File: config.mk
export PLATFORM = sky130hd
export DESIGN_NAME = key_sched_ctrl
export DESIGN_NICKNAME = d
export VERILOG_FILES = /design/src/rtl/key_sched_ctrl_pkg.sv /design/src/rtl/key_sched_ctrl_lifo.sv /design/src/rtl/key_sched_ctrl.sv
export SDC_FILE = /design/constraint.sdc
export NUM_CORES = 2
export LEC_CHECK = 0
export CAP_MARGIN = 20
export CORE_MARGIN = 2
export CORE_UTILIZATION = 33
export CTS_CLUSTER_SIZE = 8
export DETAILED_ROUTE_END_ITERATION = 10
export DONT_BUFFER_PORTS = 1
export GPL_TIMING_DRIVEN = 0
export PLACE_DENSITY = 0.53
export SYNTH_ARGS = -nofsm -noshare
export SYNTH_HDL_FRONTEND = slang
export SYNTH_SLANG_ARGS = --single-unit
File: constraint.sdc
create_clock -name clk -period 2.1 [get_ports clk]
set_clock_uncertainty 0.05 [all_clocks]
set_input_delay 0.21 -clock clk [delete_from_list [all_inputs] [get_ports clk]]
set_output_delay 0.21 -clock clk [all_outputs]
set_load 0.02 [all_outputs]
File: src/rtl/key_sched_ctrl_pkg.sv
// key_sched_ctrl_pkg: shared key-storage constants and controller state encoding
package key_sched_ctrl_pkg;
  localparam int DEF_WIDTH = 32;
  localparam int DEF_DEPTH = 44;
  typedef enum logic [1:0] {IDLE, LOAD, SERVE} state_e;
endpackage

File: src/rtl/key_sched_ctrl_lifo.sv
// circular_lifo: shift-register stack; push inserts on top, rotate moves the top to the bottom
module circular_lifo #(
  parameter int WIDTH = 32,
  parameter int DEPTH = 44
) (
  input  logic             clk,
  input  logic             rst,
  input  logic             en_i,
  input  logic             push_i,
  input  logic [WIDTH-1:0] data_i,
  output logic [WIDTH-1:0] top_o
);
  logic [WIDTH-1:0] mem_q [DEPTH];
  always_ff @(posedge clk or posedge rst)
    if (rst) for (int i = 0; i < DEPTH; i++) mem_q[i] <= '0;
    else if (en_i)
      for (int i = 0; i < DEPTH; i++)
        mem_q[i] <= push_i ? (i == 0 ? data_i : mem_q[(i + DEPTH - 1) % DEPTH]) : mem_q[(i + 1) % DEPTH];
  assign top_o = mem_q[0];
endmodule

File: src/rtl/key_sched_ctrl.sv
// key_sched_ctrl: loads a key schedule from the expander, replays it in reverse word order
module key_sched_ctrl
  import key_sched_ctrl_pkg::*;
#(
  parameter int WIDTH = DEF_WIDTH,
  parameter int DEPTH = DEF_DEPTH,
  parameter int CW    = $clog2(DEPTH)
) (
  input  logic             clk,
  input  logic             rst_n,
  input  logic             load_start,
  input  logic             kw_valid,
  input  logic [WIDTH-1:0] kw_data,
  output logic             kw_ready,
  output logic             rk_valid,
  input  logic             rk_ready,
  output logic [WIDTH-1:0] rk_data,
  output logic             rk_last,
  output logic             pass_done,
  output logic [CW-1:0]    word_idx
);
  localparam logic [CW-1:0] LAST = CW'(DEPTH - 1);
  state_e state_q, state_d;
  logic [CW-1:0] idx_q, idx_d;
  logic pass_done_q, push, pop;
  assign kw_ready  = state_q == LOAD;
  assign rk_valid  = state_q == SERVE && !load_start;
  assign rk_last   = state_q == SERVE && idx_q == LAST;
  assign push      = kw_ready && kw_valid;
  assign pop       = rk_valid && rk_ready;
  assign pass_done = pass_done_q;
  assign word_idx  = idx_q;
  always_comb begin
    state_d = state_q;
    idx_d   = idx_q;
    case (state_q)
      IDLE: if (load_start) begin
        state_d = LOAD;
        idx_d   = '0;
      end
      LOAD: if (push) begin
        state_d = idx_q == LAST ? SERVE : LOAD;
        idx_d   = idx_q == LAST ? '0 : idx_q + CW'(1);
      end
      SERVE: if (load_start) begin
        state_d = LOAD;
        idx_d   = '0;
      end else if (pop) idx_d = rk_last ? '0 : idx_q + CW'(1);
      default: state_d = IDLE;
    endcase
  end
  always_ff @(posedge clk or negedge rst_n)
    if (!rst_n) begin
      state_q     <= IDLE;
      idx_q       <= '0;
      pass_done_q <= 1'b0;
    end else begin
      state_q     <= state_d;
      idx_q       <= idx_d;
      pass_done_q <= pop && rk_last;
    end
  circular_lifo #(.WIDTH(WIDTH), .DEPTH(DEPTH)) u_store (
    .clk    (clk),
    .rst    (!rst_n),
    .en_i   (push || pop),
    .push_i (push),
    .data_i (kw_data),
    .top_o  (rk_data)
  );
endmodule

Yosys cells after proc, flatten, opt, wreduce, memory -nomap -nowiden:

Index checks and enable logic that the tools add are counted.

* flip-flop bits (word level): 1417
* logic and storage cells: 122
* input port bits: 37

* add/subtract/negate cells: 1
* reduce and logical (&&, ||, !) cells: 12
* eq/ne operators: 7
* muxes and demuxes: 55

Operator list (count)
* $mux 32: 44
* $mux 6: 6
* $pmux 6 s3: 1
* $add 6x1->6 const B: 1
* $eq 6x6->1 const B: 1
* $mux 2: 3
* $logic_and 1x1->1: 5
* $ne 2x1->1 const B: 2
* $pmux 2 s2: 1
* $reduce_and 4->1: 1
* $ne 3x3->1 const B: 1
* $reduce_bool 3->1: 1
* $eq 2x1->1 const B: 1
* $eq 2x2->1 const B: 1
* $logic_not 2->1: 1
* $ne 2x2->1 const B: 1
* $reduce_and 2->1: 1
* $reduce_or 2->1: 1
* $logic_not 1->1: 1
* $logic_or 1x1->1: 1

Logic depth before layout (Yosys ltp):

* word-level depth: 6
* mapped depth: 11
* mapped depth without buffers: 6

Hierarchy:

From an unflattened synthesis, not the netlist that was laid out.

* cell total of the unflattened synthesis: 6201
* area, all modules: 65888.2 µm²

By module, submodules not included
* circular_lifo: cells an instance 6135, instances 1, area an instance 65261.3 µm², sequential area each 35233.8 µm²
* key_sched_ctrl: cells an instance 66, instances 1, area an instance 626.9 µm², sequential area each 225.2 µm²

Worst setup path after synthesis:

No wires, ideal clock.

* kind: reg2reg
* from: reg state_q[1]
* to: reg u_store.mem_q[100] (netlist bit)
* setup time: 0.130 ns
* path buffers: 5
* stages on the path, launching flop included: 11
* clock period less this slack: 2.101 ns
* arrival: 1.921 ns
* data required time: 1.920 ns
* path slack: -0.001 ns
* path through: dfrtp_1 -> inv_1 -> ha_1 -> and2_1 -> buf_2 -> a21o_1 -> buf_2 -> buf_2 -> buf_2 -> buf_2 -> a31oi_1

* elaborated cells on any way between the ends: 7
* those cells by class: eq/ne (2); mux (1); reduce/logical (4)

RTL lines
* start: declaration: line key_sched_ctrl.sv:23 `state_e state_q, state_d;`
* start signal: assignment: line key_sched_ctrl.sv:58 `state_q <= state_d;`
* $eq 2x1->1 (*): line key_sched_ctrl.sv:26 `assign kw_ready = state_q == LOAD;`
* via kw_ready: line key_sched_ctrl.sv:14 `output logic kw_ready,`
* $logic_and 1x1->1 (*): line key_sched_ctrl.sv:29 `assign push = kw_ready && kw_valid;`
* $mux 32 / $logic_or 1x1->1 (equally long branches): line key_sched_ctrl_lifo.sv:18, key_sched_ctrl.sv:65
* end signal: indexed assignment: line key_sched_ctrl_lifo.sv:18 `mem_q[i] <= push_i ? (i == 0 ? data_i : mem_q[(i + DEPTH - 1) % DEPTH]) : mem_q[(i + 1) % DEPTH];`
* end: declaration: line key_sched_ctrl_lifo.sv:13 `logic [WIDTH-1:0] mem_q [DEPTH];`

The timed path passes the listed nets; every way through them passes the cells marked *.
A chain may end at the register's enable or synchronous reset.

Final worst setup path:

* from: reg state_q[1]
* to: reg u_store.mem_q[1022] (netlist bit)

* word-level cells in the longest chain between the ends: 4
* elaborated cells on any way between the ends: 7
* those cells by class: eq/ne (2); mux (1); reduce/logical (4)

RTL lines
* $eq 2x2->1: line key_sched_ctrl.sv:27 `assign rk_valid = state_q == SERVE && !load_start;`
* $logic_and 1x1->1: line key_sched_ctrl.sv:27
* via rk_valid: line key_sched_ctrl.sv:15 `output logic rk_valid,`
* $logic_and 1x1->1: line key_sched_ctrl.sv:30 `assign pop = rk_valid && rk_ready;`
* $logic_or 1x1->1: line key_sched_ctrl.sv:65 `.en_i (push || pop),`

The timed path passes the listed nets, and every way through them passes these cells.

==> impl_results.md <==
* Status: finished, violations left
* Violated checks: negative hold slack, negative setup slack
* CTS sink cnt at 1417
* CP Launch Type: register
* Pwr Total at 132.1 mW
* Initial Util at 0.3327
* Final Hold Vio Count at 430
* First-pass GRT wire length at 328300 µm
* CTS tree: done
* Worst min path class: in -> async
* Cell Area, Synth at 63410 µm²
* Slew @ Worst Pin at 1.150 ns
* Core Box Area at 190600 µm²
* #FFs+latches synth at 1417
* Max_slew headroom at 0.2336
* RSZ-0062 raised after global routing: true
* Pins Over Slew Limit at 0
* Ports at 79
* Final net count at 8162
* Gr ovfl total at 0
* Finish-stage setup viols at 1338
* Die area at 195700 µm²
* Fillcell total at 19028
* DRC marker count from the first detailed-route iteration at 5056
* Initial antenna violation count at 1
* Area Growth Syn to Fin at 24.22%
* Cell row count at 160
* Post-synth EDFFs at 0
* Layout cell share with drive strength beyond 1 at 0.1386
* DR vias/cell at 5.297
* Pre-Repair DR Iteration Count at 5
* Clock tree buffer depth at 3
* Post-route insts no fill at 10645
* Clock Pin Slew Worst Setup and Hold Paths at 0.06 ns
* Synth Instances at 7758
* Largest net degree at the start of global routing at 207
* Synthesis warning total at 0
* CTS Buf Count at 195
* Final ANT Viol Nets at 0
* VDD IR max at 0.7684 mV
* Max_cap viols at 0
* Vias at 56384
* Clock latency on the worst-skew pair at 0.83 ns
* Seq/Total Area, Yosys at 0.5592
* Critical path type: reg -> reg
* GRT Resource Usage Total at 0.2050
* Pwr Density at 1677 nW/µm²
* Final WS setup at -0.2132 ns
* Worst EP required at 2.78 ns
* DP HPWL at 141400 µm
* DR WL/cell at 19.31 µm
* Routability cong. at 0.8591
* Die Wd at 442.4 µm
* Final min period at 2.313 ns
* Hold WS at -0.7330 ns
* Final period utilization at 1.102
* Vias in the first global route at 58076
* Drt total wl at 205500 µm
* Syn_area_per_cell at 8.173 µm²
* CTS Hold Buffers Added at 42
* Top achievable clock speed at 432.3 MHz
* Most used DFF post-synth: dfrtp_1
* Critical path data arrival time at 2.99 ns
* CP max FO at 8
* Synth async-reset ratio at 1.000
* Diodes inserted at 0
* DRC Markers at 0
* Yosys cell types at 30
* Worst reg2reg setup slack at -0.21 ns
* Setup crit end kind: register
* H-Tree Depth at 4
* Leakage dissipation at 34.96 nW
* Root buffer cell: clkbuf_16
* Post-placement cell count at 10276
* Port bufs at 0
* Die H at 442.4 µm
* Syn Nets at 7800
-- cell type report --
cell class,instances,area [µm²],share of cell area
Buffer,655,5341,0.06781
Inverter,3,11.26,0.0001430
Clock buffer,201,4976,0.06318
Multi-Input combinational cell,5680,26400,0.3352
Tap cell,2511,3142,0.03989
Sequential cell,1417,35470,0.4503
Timing Repair Buffer,168,3288,0.04175
Clock inverter,10,140.1,0.001779
-- registers in the layout, indices dropped and copies added, names as in the netlist --
| name | count |
|---|---|
| pass_done | 1 |
| u_store.mem_q | 1376 |
| u_store.top_o | 32 |
| state_q | 2 |
| word_idx | 6 |
-- metrics by stage --
stage	utilization	hold slack (ns)	area, µm²	TNS, ns	setup slack, ns
floorplan	-	-0.1356	63410	0	0.09203
global placement	0.3492	-0.06508	66550	-1412.94	-1.143
detailed placement	0.3502	0.2715	66750	-2513.06	-1.897
CTS	0.4045	-0.5685	77090	-367.73	-0.3411
global route	0.4133	-0.7221	78770	-204.90	-0.2979
finish	0.4133	-0.7330	78770	-116.12	-0.2132
-- routing by layer --
metal,vias up,share of wire,GRT usage
li1,26633,-,-
met1,28136,0.48,0.2991
met2,1326,0.45,0.3181
met3,289,0.050,0.03025
met4,0,0.019,0.05148
met5,-,0,0
-- worst max-delay path, stage by stage, from the launching register on --
cell and delay [ns]:
dfrtp_1 0.40, buf_6 0.13, ha_4 0.16, and2b_4 0.20, a21o_4 0.23, buf_12 0.16, buf_16 0.20, buf_12 0.19
bufbuf_16 0.28, a31oi_1 0.16
-- where the power goes --
part	internal (mW)	switching, mW	total [mW]
logic	21.0	28.3	49.3
clock network	16.5	11.8	28.3
registers	40.5	14.0	54.5
-- cell families after synthesis --
family | Yosys count | synth area share
adders and majority gates | 5 | 0.0009866
muxes | 1 | 0.0001776
AOI/OAI and AO/OA | 1424 | 0.1409
DFF | 1417 | 0.5592
and+or+nand+nor | 4250 | 0.2521
buffers and inverters | 661 | 0.04665
-- path summary, 6_finish.rpt --
kind	startpoint	to	cells past startpoint
min reg2reg	u_store.mem_q[0]	u_store.mem_q[32]	2
max in group asynchronous	rst_n	u_store.mem_q[434]	4
max reg2reg	state_q[1]	u_store.mem_q[1022]	9
max	state_q[1]	u_store.mem_q[1022]	9
min in group clk	kw_data[2]	u_store.top_o[2]	3
min	rst_n	u_store.mem_q[1284]	1
-- Yosys cell counts (2+ instances only) --
library cell,number,share of area
buf_2,282,0.022
a31oi_1,1408,0.14
o221ai_1,2,0.00028
nor2_1,1413,0.084
clkbuf_1,296,0.018
ha_1,5,0.00099
buf_4,33,0.0039
nand2b_1,2,0.00020
or2_2,3,0.00030
a22o_1,2,0.00028
nand3_1,2,0.00016
buf_1,47,0.0028
o2bb2ai_1,2,0.00028
inv_1,3,0.00018
dfrtp_1,1417,0.56
nand2_1,2825,0.17
o21bai_1,3,0.00036
-- timing repair --
item	4_1_cts	5_1_grt
pin swaps	46	19
hold endpoints to repair	230	285
resized for setup	907	458
endpoints found under the setup margin	1843	1844
gates cloned	59	27
setup buffers	23	14
-- placed cells by master (no fill, tap or decap), types with 4 or more instances in the layout --
cell type / n
clkbuf_4: 58
nand2_1: 2810
buf_6: 56
buf_2: 109
nor2_4: 58
nand2_4: 11
dfrtp_1: 1412
nor2_2: 50
clkbuf_1: 58
bufbuf_16: 8
clkbuf_2: 151
clkbuf_8: 12
nand2_2: 4
a31oi_2: 10
nor2_1: 1305
buf_8: 44
buf_16: 49
dfrtp_2: 5
a31oi_1: 1357
clkbuf_16: 241
dlygate4sd3_1: 42
buf_4: 143
a31oi_4: 41
buf_12: 53
No activity file was read; power rests on OpenSTA's default activity.
